--- config.mk ---
export PLATFORM = sky130hd
export DESIGN_NAME = rotater
export DESIGN_NICKNAME = d
export VERILOG_FILES = /design/src/rtl/rotater.sv
export SDC_FILE = /design/constraint.sdc
export NUM_CORES = 1
export LEC_CHECK = 0
export CORE_MARGIN = 3
export CORE_UTILIZATION = 50
export DETAILED_ROUTE_END_ITERATION = 7
export HOLD_SLACK_MARGIN = 0.08
export PLACE_DENSITY = 0.86
export SYNTH_ARGS = -nofsm -noshare
export SYNTH_HDL_FRONTEND = slang
export SYNTH_SLANG_ARGS = --single-unit
--- constraint.sdc ---
create_clock -name clk -period 2.29 [get_ports clk]
set_input_delay 0.229 -clock clk [delete_from_list [all_inputs] [get_ports clk]]
set_output_delay 0.229 -clock clk [all_outputs]
set_load 0.01 [all_outputs]
--- src/rtl/rotater.sv ---
// Rotate/swap unit for the PDP-8 operate path: RAR/RAL/RTR/RTL/BSW on the {link, AC} ring, one step per clock.
// Latency: NOP 1 cycle, RAR/RAL/BSW 2 cycles, RTR/RTL 3 cycles from the accepting edge to DONE.
// Backpressure: none; START is accepted only in IDLE/DONE and is dropped while BUSY.
module rotater #(
    parameter int WIDTH = 12
) (
    input  logic             clk,
    input  logic             reset,
    input  logic             START,
    input  logic [2:0]       OP,
    input  logic [WIDTH-1:0] AC_IN,
    input  logic             LINK_IN,
    output logic [WIDTH-1:0] AC_OUT,
    output logic             LINK_OUT,
    output logic             BUSY,
    output logic             DONE
);

    typedef enum logic [1:0] {
        S_IDLE,
        S_SHIFT,
        S_DONE
    } state_t;

    typedef enum logic [1:0] {
        M_RIGHT,
        M_LEFT,
        M_SWAP
    } mode_t;

    state_t       state, state_n;
    mode_t        mode, mode_n;
    logic [WIDTH:0] ring, ring_n;   // {link, ac}
    logic [1:0]   count, count_n;
    logic [1:0]   op_cnt;
    mode_t        op_mode;

    // Operation decode: step count and direction for the requested OP.
    always_comb begin
        op_cnt  = 2'd0;
        op_mode = M_RIGHT;
        case (OP)
            3'd1: begin op_cnt = 2'd1; op_mode = M_RIGHT; end
            3'd2: begin op_cnt = 2'd1; op_mode = M_LEFT;  end
            3'd3: begin op_cnt = 2'd2; op_mode = M_RIGHT; end
            3'd4: begin op_cnt = 2'd2; op_mode = M_LEFT;  end
            3'd5: begin op_cnt = 2'd1; op_mode = M_SWAP;  end
            default: begin op_cnt = 2'd0; op_mode = M_RIGHT; end
        endcase
    end

    always_comb begin
        state_n = state;
        mode_n  = mode;
        ring_n  = ring;
        count_n = count;
        case (state)
            S_IDLE, S_DONE: begin
                if (START) begin
                    ring_n  = {LINK_IN, AC_IN};
                    mode_n  = op_mode;
                    count_n = op_cnt;
                    state_n = (op_cnt != 2'd0) ? S_SHIFT : S_DONE;
                end else begin
                    state_n = S_IDLE;
                end
            end
            S_SHIFT: begin
                case (mode)
                    M_RIGHT: ring_n = {ring[0], ring[WIDTH:1]};
                    M_LEFT:  ring_n = {ring[WIDTH-1:0], ring[WIDTH]};
                    M_SWAP:  ring_n = {ring[WIDTH], ring[WIDTH/2-1:0], ring[WIDTH-1:WIDTH/2]};
                    default: ring_n = ring;
                endcase
                count_n = count - 2'd1;
                if (count <= 2'd1) begin
                    state_n = S_DONE;
                end
            end
            default: state_n = S_IDLE;
        endcase
    end

    always_ff @(posedge clk or negedge reset) begin
        if (!reset) begin
            state <= S_IDLE;
            mode  <= M_RIGHT;
            ring  <= '0;
            count <= 2'd0;
        end else begin
            state <= state_n;
            mode  <= mode_n;
            ring  <= ring_n;
            count <= count_n;
        end
    end

    assign AC_OUT   = ring[WIDTH-1:0];
    assign LINK_OUT = ring[WIDTH];
    assign BUSY     = (state == S_SHIFT);
    assign DONE     = (state == S_DONE);

endmodule

==> results.json <==
{
  "status": "completed",
  "drive_gt1_share_pct": 8.02,
  "track_usage_pct": 21.7,
  "yosysMostFrequentCell": "dfrtp_1",
  "io_pins": 34,
  "cts_sinks": 19,
  "ir_worst_vdd_uv": 806,
  "seq_area_frac_synth_pct": 36.9,
  "ant_nets": 0,
  "insertion_delay_ns": 0.29,
  "avgSynthCellArea_um2": 9.90,
  "synthCells": 130,
  "cts_tree": "done",
  "ys_ff_latch": 19,
  "worstMarginPinSlew_ns": 0.461,
  "cap_violations": 0,
  "die_x_um": 56.7,
  "fin_tns_setup_ns": 0,
  "port_buffers": 33,
  "yosysTopAreaCell": "dfrtp_1",
  "rows": 17,
  "worstHoldPathType": "in2async",
  "grt_pass1_vias": 1224,
  "postCtsHoldBufs": 0,
  "via_per_inst": 6.44,
  "async_flop_share_pct": 100,
  "postLayoutCoreUtil_pct": 71.6,
  "netlist_area_um2": 1290,
  "syn_nets": 153,
  "drt-initial-drc-count": 27,
  "setup_viol": 0,
  "post_cts_buffers": 0,
  "synth_common_cells": "dfrtp_1, nor2b_1, a22o_1",
  "grt-ovfl-total": 0,
  "hold_violations": 0,
  "n_fill_cell": 197,
  "relSlewSlack_pct": 68.5,
  "yosysWarningCount": 0,
  "cts_made_buffers": 3,
  "cp.required_ns": 2.51,
  "cts-resized-gates": 0,
  "htreeDepth": 1,
  "initial_core_util_pct": 55.5,
  "synth_edf_count": 0,
  "fmax_ghz": 0.509,
  "antenna_found_initial": 0,
  "drc": 0,
  "areaGrowthSynthToFinish_pct": 29.0,
  "dr.pass1.iters": 4,
  "leakagePower_nw": 0.653,
  "num_antenna_cells": 0,
  "yosys.area.top_type_share_pct": 36.9,
  "fin_crit_sh_pct": 85.8,
  "synth.area.top_cells": "dfrtp_1, a22o_1, o2bb2ai_1",
  "start_kind": "flop",
  "worst_ep_arrival_time_ns": 2.19,
  "place_congestion": 0.846,
  "worst-path-max-fanout": 15,
  "wl_um": 3320,
  "wire_per_inst_um": 17.5,
  "critPathKind": "reg2reg",
  "die_area_um2": 3220,
  "grt_pass1_wl_um": 5570,
  "synth_flop_cell": "dfrtp_1",
  "cts_root_buf": "clkbuf_4",
  "rsz0062_at_grt": "false",
  "grt_max_degree": 22,
  "cts_buffer_depth": 2,
  "fin_crit_ns": 1.97,
  "powerDensity_nw_per_um2": 1130,
  "die_h_um": 56.7,
  "cts.clk_slew.worst_paths_ns": 0.11,
  "core_um2": 2320,
  "vias": 1223,
  "skew_ns": 0.000612,
  "ys_types": 32,
  "crit_path_end_kind": "flop",
  "fin_nets": 186,
  "dp_hpwl_um": 2400,
  "slew_violations": 0
}
[flip-flops by register name, indices dropped and copies added (netlist names)]
register / cells
ring: 13
count: 2
mode: 2
state: 2
[metal layers]
| layer | GRT usage [%] | up-vias | routed length [um] | part of all wire, % |
|---|---|---|---|---|
| li1 | - | 573 | - | - |
| met1 | 26.8 | 601 | 1450 | 44 |
| met2 | 37.5 | 43 | 1640 | 49 |
| met3 | 3.91 | 6 | 195 | 5.9 |
| met4 | 7.95 | 0 | 40 | 1.2 |
| met5 | 0 | - | 0 | 0 |
[report_power, final]
group / switching [mW] / internal [mW] / leakage [nW]
Combinational: 0.486 / 0.556 / 0.405
Sequential: 0.186 / 0.484 / 0.233
Clock: 0.104 / 0.0678 / 0.0150
Total: 0.777 / 1.11 / 0.653
[critical path, stage by stage (launching register included)]
cell and delay (ns):
dfrtp_1 0.37, inv_1 0.07, ha_1 0.35, or3_4 0.54, a21oi_4 0.38, o2bb2ai_1 0.17
[placed cells by master (no fill, tap or decap), drive strengths merged, types with 2 or more instances in the layout]
cell type and n:
a22oi 12, clkdlybuf4s50 33, o21ai 4, nor2b 15
o2bb2ai 12, nand3 3, a21oi 2, clkbuf 4
buf 6, dfrtp 19, nand2b 3, nor2 2
or3 2, ha 4, a211oi 12, a22o 13
nor3 2, inv 4
[cell families (layout without fill, tap and decap cells)]
| group | after synthesis | after routing | share of synthesized area, % |
|---|---|---|---|
| xor gates and xnor gates | 1 | 1 | 0.680 |
| and+or+nand+nor | 30 | 30 | 14.2 |
| AOI/OAI and AO/OA | 61 | 61 | 38.2 |
| DFF | 19 | 19 | 36.9 |
| buffers and inverters | 15 | 47 | 6.12 |
| adders and majority gates | 4 | 4 | 3.89 |
[layout make-up]
cell class | instances | area (um2) | share of cell area, %
multi-input combinational | 96 | 733 | 44.2
sequential | 19 | 475 | 28.6
timing repair buffer | 39 | 375 | 22.6
tap | 28 | 35.0 | 2.11
clock buffer | 4 | 26.3 | 1.58
inverter | 4 | 15.0 | 0.904
[metrics by stage]
stage	instance area [um2]	setup slack, ns	power (mW)	instances	hold WS, ns
2_1_floorplan	1290	0.770	1.26	130	-0.0666
3_3_place_gp	1630	0.468	1.66	186	0.505
3_5_place_dp	1630	0.367	1.71	186	0.515
4_1_cts	1660	0.345	1.88	190	0.266
5_1_grt	1660	0.231	2.01	190	0.265
6_report	1660	0.325	1.88	190	0.254
[final timing paths]
path / start / to / slack (ns) / cells after the start
setup / recovery: mode[1] / ring[0] / 0.32 / 5
hold / removal: reset / state[1] / 0.25 / 2
setup reg to reg: mode[1] / ring[0] / 0.32 / 5
hold reg to reg: count[0] / count[0] / 0.53 / 1
max in group asynchronous: reset / ring[11] / 1.83 / 2
min in group clk: LINK_IN / ring[12] / 0.52 / 2
(Power assumes the default switching activity.)
